===== src/rtl/user_param_cache_if.sv =====
// -----------------------------------------------------------------------------
// user_param_cache_if
// Purpose : bundles the request/response signals of user_param_cache so the
//           cache and its user connect through one port.
// Signals :
//   i_wr_en / i_wr_idx / i_wr_data : write strobe, entry index, write data
//   i_rd_en / i_rd_idx             : read strobe, entry index
//   i_clr_start                    : start a clear-all sweep
//   o_rd_data / o_rd_vld / o_rd_hit: registered read response
//   o_err                          : one-cycle error pulse
//   o_busy                         : clear sweep in progress
// Modports: master (user side, drives i_*), slave (cache side, drives o_*).
// -----------------------------------------------------------------------------
interface user_param_cache_if #(
    parameter int DATA_W = 20,
    parameter int IDX_W  = 6
) ();
    logic              i_wr_en;
    logic [IDX_W-1:0]  i_wr_idx;
    logic [DATA_W-1:0] i_wr_data;
    logic              i_rd_en;
    logic [IDX_W-1:0]  i_rd_idx;
    logic              i_clr_start;
    logic [DATA_W-1:0] o_rd_data;
    logic              o_rd_vld;
    logic              o_rd_hit;
    logic              o_err;
    logic              o_busy;

    modport master (
        output i_wr_en, i_wr_idx, i_wr_data, i_rd_en, i_rd_idx, i_clr_start,
        input  o_rd_data, o_rd_vld, o_rd_hit, o_err, o_busy
    );

    modport slave (
        input  i_wr_en, i_wr_idx, i_wr_data, i_rd_en, i_rd_idx, i_clr_start,
        output o_rd_data, o_rd_vld, o_rd_hit, o_err, o_busy
    );
endinterface


===== src/rtl/user_param_cache.sv =====
// -----------------------------------------------------------------------------
// user_param_cache
// Purpose : NUM_USERS-entry parameter store, each entry DATA_W data bits plus a
//           valid bit. Writes either overwrite or saturating-accumulate
//           (WR_MODE). Reads return a registered response one cycle later with
//           write-first forwarding. A clear-all sweep wipes one entry per cycle
//           while o_busy is high.
// Ports   :
//   i_core_clk : single clock, rising edge
//   i_rx_rst   : synchronous active-high reset
//   io_bus     : user_param_cache_if slave modport (see interface header)
// -----------------------------------------------------------------------------
module user_param_cache #(
    parameter int DATA_W    = 20,
    parameter int NUM_USERS = 40,
    parameter int IDX_W     = 6,
    parameter int WR_MODE   = 0
) (
    input  logic               i_core_clk,
    input  logic               i_rx_rst,
    user_param_cache_if.slave  io_bus
);

    // Index bound widened by one bit so NUM_USERS == 2^IDX_W still compares correctly.
    localparam logic [IDX_W:0]   LP_NUM_USERS = (IDX_W+1)'(NUM_USERS);
    localparam logic [IDX_W-1:0] LP_LAST_IDX  = IDX_W'(NUM_USERS - 1);

    typedef enum logic [0:0] {
        S_IDLE  = 1'b0,
        S_CLEAR = 1'b1
    } state_t;

    // Saturating add: any carry out clamps to all ones.
    function automatic logic [DATA_W-1:0] sat_add(
        input logic [DATA_W-1:0] a,
        input logic [DATA_W-1:0] b
    );
        logic [DATA_W:0] sum;
        sum = {1'b0, a} + {1'b0, b};
        if (sum[DATA_W]) begin
            sat_add = {DATA_W{1'b1}};
        end else begin
            sat_add = sum[DATA_W-1:0];
        end
    endfunction

    // Storage and state
    logic [DATA_W-1:0]    r_mem [NUM_USERS];
    logic [NUM_USERS-1:0] r_vld;
    state_t               r_state;
    logic [IDX_W-1:0]     r_cnt;
    logic [DATA_W-1:0]    r_rd_data;
    logic                 r_rd_vld;
    logic                 r_rd_hit;
    logic                 r_err;

    // Combinational helpers
    state_t               w_state_nxt;
    logic                 w_busy;
    logic                 w_sweep_en;
    logic                 w_wr_in_range;
    logic                 w_rd_in_range;
    logic                 w_wr_acc;
    logic [IDX_W-1:0]     w_wr_ptr;
    logic [IDX_W-1:0]     w_rd_ptr;
    logic [DATA_W-1:0]    w_wr_new;

    assign w_wr_in_range = ({1'b0, io_bus.i_wr_idx} < LP_NUM_USERS);
    assign w_rd_in_range = ({1'b0, io_bus.i_rd_idx} < LP_NUM_USERS);
    assign w_wr_acc      = io_bus.i_wr_en & w_wr_in_range & ~w_busy;

    // Clamp pointers so array lookups never leave the storage range.
    assign w_wr_ptr = w_wr_in_range ? io_bus.i_wr_idx : {IDX_W{1'b0}};
    assign w_rd_ptr = w_rd_in_range ? io_bus.i_rd_idx : {IDX_W{1'b0}};

    // Value an accepted write will store; also forwarded to a same-cycle read.
    always_comb begin
        w_wr_new = io_bus.i_wr_data;
        if ((WR_MODE != 0) && r_vld[w_wr_ptr]) begin
            w_wr_new = sat_add(r_mem[w_wr_ptr], io_bus.i_wr_data);
        end else begin
            w_wr_new = io_bus.i_wr_data;
        end
    end

    // Clear FSM state register and sweep counter.
    always_ff @(posedge i_core_clk) begin
        if (i_rx_rst) begin
            r_state <= S_IDLE;
            r_cnt   <= {IDX_W{1'b0}};
        end else begin
            r_state <= w_state_nxt;
            if (w_sweep_en && (r_cnt != LP_LAST_IDX)) begin
                r_cnt <= r_cnt + {{(IDX_W-1){1'b0}}, 1'b1};
            end else begin
                r_cnt <= {IDX_W{1'b0}};
            end
        end
    end

    // Clear FSM next-state logic; a start request while sweeping is ignored.
    always_comb begin
        w_state_nxt = r_state;
        case (r_state)
            S_IDLE: begin
                if (io_bus.i_clr_start) begin
                    w_state_nxt = S_CLEAR;
                end else begin
                    w_state_nxt = S_IDLE;
                end
            end
            S_CLEAR: begin
                if (r_cnt == LP_LAST_IDX) begin
                    w_state_nxt = S_IDLE;
                end else begin
                    w_state_nxt = S_CLEAR;
                end
            end
            default: w_state_nxt = S_IDLE;
        endcase
    end

    // Clear FSM outputs.
    always_comb begin
        w_busy     = 1'b0;
        w_sweep_en = 1'b0;
        case (r_state)
            S_IDLE: begin
                w_busy     = 1'b0;
                w_sweep_en = 1'b0;
            end
            S_CLEAR: begin
                w_busy     = 1'b1;
                w_sweep_en = 1'b1;
            end
            default: begin
                w_busy     = 1'b0;
                w_sweep_en = 1'b0;
            end
        endcase
    end

    // Entry storage: sweep clears and user writes are mutually exclusive
    // because writes are only accepted when not busy.
    always_ff @(posedge i_core_clk) begin
        if (i_rx_rst) begin
            for (int i = 0; i < NUM_USERS; i++) begin
                r_mem[i] <= {DATA_W{1'b0}};
            end
            r_vld <= {NUM_USERS{1'b0}};
        end else if (w_sweep_en) begin
            r_mem[r_cnt] <= {DATA_W{1'b0}};
            r_vld[r_cnt] <= 1'b0;
        end else if (w_wr_acc) begin
            r_mem[w_wr_ptr] <= w_wr_new;
            r_vld[w_wr_ptr] <= 1'b1;
        end
    end

    // Registered read response; data and hit hold while no read is issued.
    always_ff @(posedge i_core_clk) begin
        if (i_rx_rst) begin
            r_rd_data <= {DATA_W{1'b0}};
            r_rd_vld  <= 1'b0;
            r_rd_hit  <= 1'b0;
        end else if (io_bus.i_rd_en) begin
            r_rd_vld <= 1'b1;
            if (w_busy || !w_rd_in_range) begin
                r_rd_data <= {DATA_W{1'b0}};
                r_rd_hit  <= 1'b0;
            end else if (w_wr_acc && (w_wr_ptr == w_rd_ptr)) begin
                r_rd_data <= w_wr_new;
                r_rd_hit  <= 1'b1;
            end else if (r_vld[w_rd_ptr]) begin
                r_rd_data <= r_mem[w_rd_ptr];
                r_rd_hit  <= 1'b1;
            end else begin
                r_rd_data <= {DATA_W{1'b0}};
                r_rd_hit  <= 1'b0;
            end
        end else begin
            r_rd_vld <= 1'b0;
        end
    end

    // Error pulse: all causes OR together into one pulse.
    always_ff @(posedge i_core_clk) begin
        if (i_rx_rst) begin
            r_err <= 1'b0;
        end else begin
            r_err <= (io_bus.i_wr_en & (~w_wr_in_range | w_busy)) |
                     (io_bus.i_rd_en & ~w_rd_in_range);
        end
    end

    assign io_bus.o_rd_data = r_rd_data;
    assign io_bus.o_rd_vld  = r_rd_vld;
    assign io_bus.o_rd_hit  = r_rd_hit;
    assign io_bus.o_err     = r_err;
    assign io_bus.o_busy    = w_busy;

endmodule


===== src/flat_wrapper.sv =====
// flat-port wrapper written by rule: the top's interface ports become plain ports
module user_param_cache_flat 
#(
    parameter int DATA_W    = 20,
    parameter int NUM_USERS = 40,
    parameter int IDX_W     = 6,
    parameter int WR_MODE   = 0
)
  (i_core_clk, i_rx_rst, io_bus_i_wr_en, io_bus_i_wr_idx, io_bus_i_wr_data, io_bus_i_rd_en, io_bus_i_rd_idx, io_bus_i_clr_start, io_bus_o_rd_data, io_bus_o_rd_vld, io_bus_o_rd_hit, io_bus_o_err, io_bus_o_busy);
  user_param_cache_if #(.DATA_W(DATA_W), .IDX_W(IDX_W)) io_bus_i ();
  input  logic i_core_clk;
  input  logic i_rx_rst;
  input wire logic [$bits(io_bus_i.i_wr_en)-1:0] io_bus_i_wr_en;
  input wire logic [$bits(io_bus_i.i_wr_idx)-1:0] io_bus_i_wr_idx;
  input wire logic [$bits(io_bus_i.i_wr_data)-1:0] io_bus_i_wr_data;
  input wire logic [$bits(io_bus_i.i_rd_en)-1:0] io_bus_i_rd_en;
  input wire logic [$bits(io_bus_i.i_rd_idx)-1:0] io_bus_i_rd_idx;
  input wire logic [$bits(io_bus_i.i_clr_start)-1:0] io_bus_i_clr_start;
  output wire logic [$bits(io_bus_i.o_rd_data)-1:0] io_bus_o_rd_data;
  output wire logic [$bits(io_bus_i.o_rd_vld)-1:0] io_bus_o_rd_vld;
  output wire logic [$bits(io_bus_i.o_rd_hit)-1:0] io_bus_o_rd_hit;
  output wire logic [$bits(io_bus_i.o_err)-1:0] io_bus_o_err;
  output wire logic [$bits(io_bus_i.o_busy)-1:0] io_bus_o_busy;
  assign io_bus_i.i_wr_en = io_bus_i_wr_en;
  assign io_bus_i.i_wr_idx = io_bus_i_wr_idx;
  assign io_bus_i.i_wr_data = io_bus_i_wr_data;
  assign io_bus_i.i_rd_en = io_bus_i_rd_en;
  assign io_bus_i.i_rd_idx = io_bus_i_rd_idx;
  assign io_bus_i.i_clr_start = io_bus_i_clr_start;
  assign io_bus_o_rd_data = io_bus_i.o_rd_data;
  assign io_bus_o_rd_vld = io_bus_i.o_rd_vld;
  assign io_bus_o_rd_hit = io_bus_i.o_rd_hit;
  assign io_bus_o_err = io_bus_i.o_err;
  assign io_bus_o_busy = io_bus_i.o_busy;
  user_param_cache #(.DATA_W(DATA_W), .NUM_USERS(NUM_USERS), .IDX_W(IDX_W), .WR_MODE(WR_MODE)) u_core (.i_core_clk(i_core_clk), .i_rx_rst(i_rx_rst), .io_bus(io_bus_i));
endmodule

===== config.mk =====
export PLATFORM = sky130hd
export DESIGN_NAME = user_param_cache_flat
export DESIGN_NICKNAME = d
export VERILOG_FILES = /design/src/rtl/user_param_cache_if.sv /design/src/rtl/user_param_cache.sv /design/src/flat_wrapper.sv
export SDC_FILE = /design/constraint.sdc
export NUM_CORES = 2
export LEC_CHECK = 0
export ABC_AREA = 1
export ABC_CLOCK_PERIOD_IN_PS = 3000
export CAP_MARGIN = 20
export CORE_MARGIN = 4
export CORE_UTILIZATION = 60
export DETAILED_ROUTE_END_ITERATION = 10
export GPL_TIMING_DRIVEN = 1
export PLACE_DENSITY = 0.74
export SLEW_MARGIN = 5
export SYNTH_ARGS = -nofsm -noshare
export SYNTH_HDL_FRONTEND = slang
export SYNTH_SLANG_ARGS = --single-unit

===== constraint.sdc =====
create_clock -name i_core_clk -period 3 [get_ports i_core_clk]
set_input_delay 0.45 -clock i_core_clk [delete_from_list [all_inputs] [get_ports i_core_clk]]
set_output_delay 0.45 -clock i_core_clk [all_outputs]
set_load 0.01 [all_outputs]

# After elaboration in Yosys (flattened, before gate mapping)
# Memory sizes are Yosys's and may differ from the RTL's.
# Cells that the tools add are included.
[op_classes]
n_bitwise = 14
order_cmp = 7
eq_ne = 3
mux = 36
add_sub_neg = 1
n_reduce_logical = 10
[ops]
columns = ["cell", "n"]
rows = [
  ["$mux W20", 5],
  ["$mux W40", 2],
  ["$and A40 B40 Y40", 1],
  ["$not A40 Y40", 1],
  ["$or A40 B40 Y40", 1],
  ["$reduce_or A20 Y1", 2],
  ["$mux W6", 4],
  ["$lt A6 B7 Y1 const B", 3],
  ["$mux W1", 20],
  ["$demux W1 S6", 2],
  ["$ge A6 B1 Y1 const B", 2],
  ["$lt A6 B6 Y1 const B", 2],
  ["$add A6 B1 Y6 const B", 1],
  ["$bmux W1 S6", 1],
  ["$eq A6 B6 Y1", 1],
  ["$eq A6 B6 Y1 const B", 1],
  ["$ne A6 B6 Y1 const B", 1],
  ["$not A1 Y1", 5],
  ["$and A1 B1 Y1", 4],
  ["$logic_and A1 B1 Y1", 4],
  ["$pmux W1 S2", 2],
  ["$or A1 B1 Y1", 2],
  ["$reduce_bool A2 Y1", 1],
  ["$reduce_or A2 Y1", 1],
  ["other kinds (2)", 2],
]
[totals]
n_memories = 1
ramBits = 800
out_inout_bits = 24
register_bits = 70
[memory_table]
columns = ["memory", "words", "width", "read_ports", "rd_ports_with_merged_regs", "write_ports", "line", "text"]
rows = [
  ["u_core.r_mem", 40, 20, 1, 0, 40, "user_param_cache.sv:48", "logic [DATA_W-1:0] r_mem [NUM_USERS];"],
]

# Logic depth before layout (Yosys ltp)
[depth]
depth_word = 10
mapped_depth = 17

# Worst setup path after synthesis
# No wires, ideal clock.
[synth_timing]
path_kind = "input port to flip-flop"
startpoint = "in io_bus_i_wr_idx[4]"
endpoint = "mem u_core.r_mem[33][0] (enable)"
path_slack_ns = 0.205
arrival_time_ns = 2.418
t_required_ns = 2.623
path_stages = 13
path_cell_list = "o21ai_4 > nand3_2 > nor2_4 > inv_2 > nand2_1 > o21ai_2 > or2_1 > nor2_1 > inv_1 > nor2_2 > nand2_1 > buf_2 > nand2_1"
[synth_rtl]
columns = ["element", "line", "text"]
rows = [
  ["from (decl)", "flat_wrapper.sv:14", "input wire logic [$bits(io_bus_i.i_wr_idx)-1:0] io_bus_i_wr_idx;"],
  ["to (decl)", "user_param_cache.sv:48", ""],
]

==> impl_metrics.toml <==
[clock_tree]
cts_made_buffers = 90
clock_tree.root_cell = "sky130_fd_sc_hd__clkbuf_16"
clk_pin_slew_worst_paths_ns = 0.06
max_buffers_root_to_sink = 3
cts_tree = "yes"
post_cts_buffers = 0
cts_max_level = 3
cts_hold_repair.buffers = 0
cts.repair.resized = 0
clk_latency_ns = 0.65
clock_sinks = 870

[setup_path]
worstReg2RegEnd = "u_core.r_mem[34][15]$_SDFFCE_PN0P_"
regToRegStartpoint = "u_core.r_state$_SDFF_PP0_"
crit_path_max_incr_delay_ns = 0.47
worst-r2r-setup-slack_ns = 0.19
worst-path-max-fanout = 20
timing.critical_path.cells = "clkdlybuf4s50_1 -> o21ai_4 -> nand3_2 -> nor2_4 -> inv_2 -> o21ai_1 -> buf_4 -> inv_2 -> nor3_1 -> inv_1 -> nor2_2 -> buf_4 -> nand2_1 -> nand2_1 -> buf_12"
number_of_cell_instances_on_the_worst_register_to_register_path = 14
setup.worst_path.end_class = "flop"
critPathKind = "in2reg"
critPathRequiredTime_ns = 3.34
timing.critical_path.arrival_ns = 3.16
critPathLaunch = "io_bus_i_wr_idx[4]"
crit_slowest_cell = "sky130_fd_sc_hd__clkdlybuf4s50_1"
critPathLaunchType = "input port"

[synth]
synth_enable_flop_cells = 800
ys_types = 35
synthCells = 4483
seq_area_frac_synth_pct = 62.4
synth_nets = 4521
dominantRegCellSynth = "sky130_fd_sc_hd__edfxtp_1"
synth.most_common_cell = "sky130_fd_sc_hd__nand2_1"
yosysTopAreaCell = "sky130_fd_sc_hd__edfxtp_1"
yosysWarnings = 0
synth_largest_type_area_fraction_pct = 59.0
average_cell_area_after_synthesis_um2 = 9.09
ys_async_sr_fraction_pct = 0
synth-seq-cells = 870
mappedNetlistArea_um2 = 40700
synth_area_leaders = "sky130_fd_sc_hd__edfxtp_1 59%, sky130_fd_sc_hd__nand3_1 11%, sky130_fd_sc_hd__nand2_1 9.6%"
post_synth_most_frequent_cells = "1045 x sky130_fd_sc_hd__nand2_1, 928 x sky130_fd_sc_hd__nand3_1, 897 x sky130_fd_sc_hd__nor2_1"

[global_route]
global_route_overflow = 0
grt_first_pass_wirelength_um = 196000
antenna_found_initial = 1
first_global_vias = 32000
global_route.usage.total_pct = 36.4
largest_net_degree_at_the_start_of_global_routing = 90

[detailed_routing]
wirelength_um = 133000
drt_iter0_drc = 6310
wl_cell_um = 24.0
drc = 0
vias_per_cell = 6.26
detail_route.first_pass.iterations = 6
dr_total_vias = 34700
ant_nets = 0

[sta]
timing_worst_slew_pin_value_ns = 0.869
finalWorstPathRequiredPeriod_ns = 2.82
final.period_utilization_pct = 94.2
finalMaxSlewViolations = 0
timing.hold.ws_ns = 0.439
setup_viol_count_final = 0
grt_setup_unrepaired = "no"
maxSlewHeadroom_pct = 41.6
timing.final.hold_violations = 0
finClkSkew_ns = 0.0241
max_freq_ghz = 0.354

[hold_path]
hp-class = "in2reg"
hp-start = "io_bus_i_clr_start"
holdPathEnd = "u_core.r_state$_SDFF_PP0_"
timing.hold.worst_path_depth = 3

[power]
vdd.ir_drop.worst_uv = 447
sw_frac_of_total_pct = 25.1
p_sw_mw = 7.07
share_clk_of_total_power_pct = 39.8
power.internal_mw = 21.1
power_per_cell_area_nw_per_um2 = 590
combPwrFrac_pct = 11.3
power.static_leakage_nw = 18.1
sequentialPowerShare_pct = 48.9

[floorplan]
chip_height_um = 269
boundaryPins = 61
area_inside_the_core_boundary_um2 = 67300
die_area_um2 = 72100
die_width_um = 269
floorplan.rows = 95
starting_density_of_the_core_pct = 60.5

[flow_run]
maxcap_violations = 0

[layout]
final_net_count = 4637
final_layout_size_suffix_gt1_share_pct = 11.5
final_util_pct = 70.9
nFillCells = 4886
area_growth_pct = 17.1

[placement]
port_buffers = 60
place.gp.congestion = 0.960
dp_hpwl_um = 83400

[status]
outcome = "complete, no violations"
how the worst max path moves through the flow:
stage,end,slack [ns]
2_1_floorplan,u_core.r_mem[33][0]$_SDFFCE_PN0P_,0.21
3_3_place_gp,u_core.r_mem[34][1]$_SDFFCE_PN0P_,-0.30
3_5_place_dp,u_core.r_mem[34][1]$_SDFFCE_PN0P_,-0.31
4_1_cts,u_core.r_mem[34][15]$_SDFFCE_PN0P_,0.33
5_1_grt,u_core.r_mem[34][19]$_SDFFCE_PN0P_,0.10
6_report,u_core.r_mem[34][15]$_SDFFCE_PN0P_,0.18
per-stage QoR:
step | TNS (ns) | area, µm² | power, mW | setup WS [ns] | cells
3_3_place_gp | -122.48 | 44800 | 17.0 | -0.301 | 5380
5_1_grt | 0 | 47700 | 28.9 | 0.101 | 5544
3_5_place_dp | -142.43 | 44800 | 17.1 | -0.307 | 5380
4_1_cts | 0 | 47700 | 28.1 | 0.334 | 5544
2_1_floorplan | 0 | 40700 | 15.6 | 0.205 | 4483
6_report | 0 | 47700 | 28.2 | 0.175 | 5545
worst max-delay path, delay by kind of cell:
family                 cells  cell delay (ns)
buffers and inverters      7             1.23
and+or+nand+nor            6             0.93
AOI/OAI and AO/OA          2             0.52
per-layer routing:
| metal | GRT usage (%) | routed length [µm] | vias to the layer above | share of wire (%) |
|---|---|---|---|---|
| li1 | - | - | 15300 | - |
| met1 | 52.0 | 49200 | 16300 | 37 |
| met2 | 53.2 | 57100 | 2732 | 43 |
| met3 | 9.77 | 20200 | 384 | 15 |
| met4 | 16.2 | 6660 | 0 | 5.0 |
| met5 | 0 | 0 | - | 0 |
layout make-up:
type	instances	area [µm²]	share of cell area, %
antenna	1	2.50	0.00524
clock buffer	112	2400	5.02
clock inverter	52	505	1.06
inverter	142	538	1.13
multi-input combinational	3078	13300	27.8
sequential	870	25400	53.3
tap	873	1090	2.29
timing repair buffer	417	4470	9.38
registers in the layout, indices dropped and copies added, names as in the netlist:
name and cells:
u_core.io_bus.o_rd_data 20, u_core.r_state 1, u_core.io_bus.o_rd_vld 1, u_core.r_mem 800, u_core.r_cnt 6, u_core.r_vld 40
u_core.io_bus.o_err 1, u_core.io_bus.o_rd_hit 1
kinds of logic after synthesis:
kind of cell / Yosys count / share of synthesized area, %
AO/OA/AOI/OAI: 124 / 1.77
buffers and inverters: 535 / 5.23
adder cells (fa/ha/maj): 1 / 0.0307
AND/OR/NAND/NOR: 2953 / 30.6
flip-flops: 870 / 62.4
power groups by stage:
stage | Clock, mW | Combinational (mW) | Sequential (mW)
2_1_floorplan | 0 | 1.57 | 14.0
3_3_place_gp | 0 | 3.01 | 14.0
3_5_place_dp | 0 | 3.05 | 14.0
4_1_cts | 11.2 | 3.08 | 13.8
5_1_grt | 11.8 | 3.34 | 13.8
6_report | 11.2 | 3.18 | 13.8
placed cells by master (no fill, tap or decap), types with 3 or more instances in the layout:
master | netlist | routed
sky130_fd_sc_hd__inv_1 | 135 | 134
sky130_fd_sc_hd__clkbuf_16 | 0 | 92
sky130_fd_sc_hd__nand3_1 | 928 | 928
sky130_fd_sc_hd__or2_2 | 5 | 5
sky130_fd_sc_hd__nand2_4 | 0 | 3
sky130_fd_sc_hd__buf_12 | 0 | 95
sky130_fd_sc_hd__o21ai_0 | 46 | 46
sky130_fd_sc_hd__buf_4 | 0 | 262
sky130_fd_sc_hd__dfxtp_1 | 70 | 70
sky130_fd_sc_hd__o311ai_0 | 4 | 4
sky130_fd_sc_hd__nor2_4 | 1 | 3
sky130_fd_sc_hd__bufinv_16 | 0 | 9
sky130_fd_sc_hd__edfxtp_1 | 800 | 800
sky130_fd_sc_hd__nor3_1 | 21 | 20
sky130_fd_sc_hd__clkdlybuf4s50_1 | 0 | 59
sky130_fd_sc_hd__nand2_1 | 1045 | 1022
sky130_fd_sc_hd__inv_6 | 0 | 6
sky130_fd_sc_hd__nand2_2 | 0 | 20
sky130_fd_sc_hd__inv_2 | 5 | 5
sky130_fd_sc_hd__o211ai_1 | 18 | 18
sky130_fd_sc_hd__nor2_2 | 9 | 9
sky130_fd_sc_hd__a21oi_1 | 41 | 41
sky130_fd_sc_hd__nand4_1 | 39 | 39
sky130_fd_sc_hd__clkinv_2 | 0 | 11
sky130_fd_sc_hd__clkbuf_1 | 251 | 18
sky130_fd_sc_hd__clkinv_1 | 2 | 24
sky130_fd_sc_hd__o21ai_1 | 5 | 4
sky130_fd_sc_hd__nor2_1 | 897 | 895
Power figures use the tool's default switching activity.
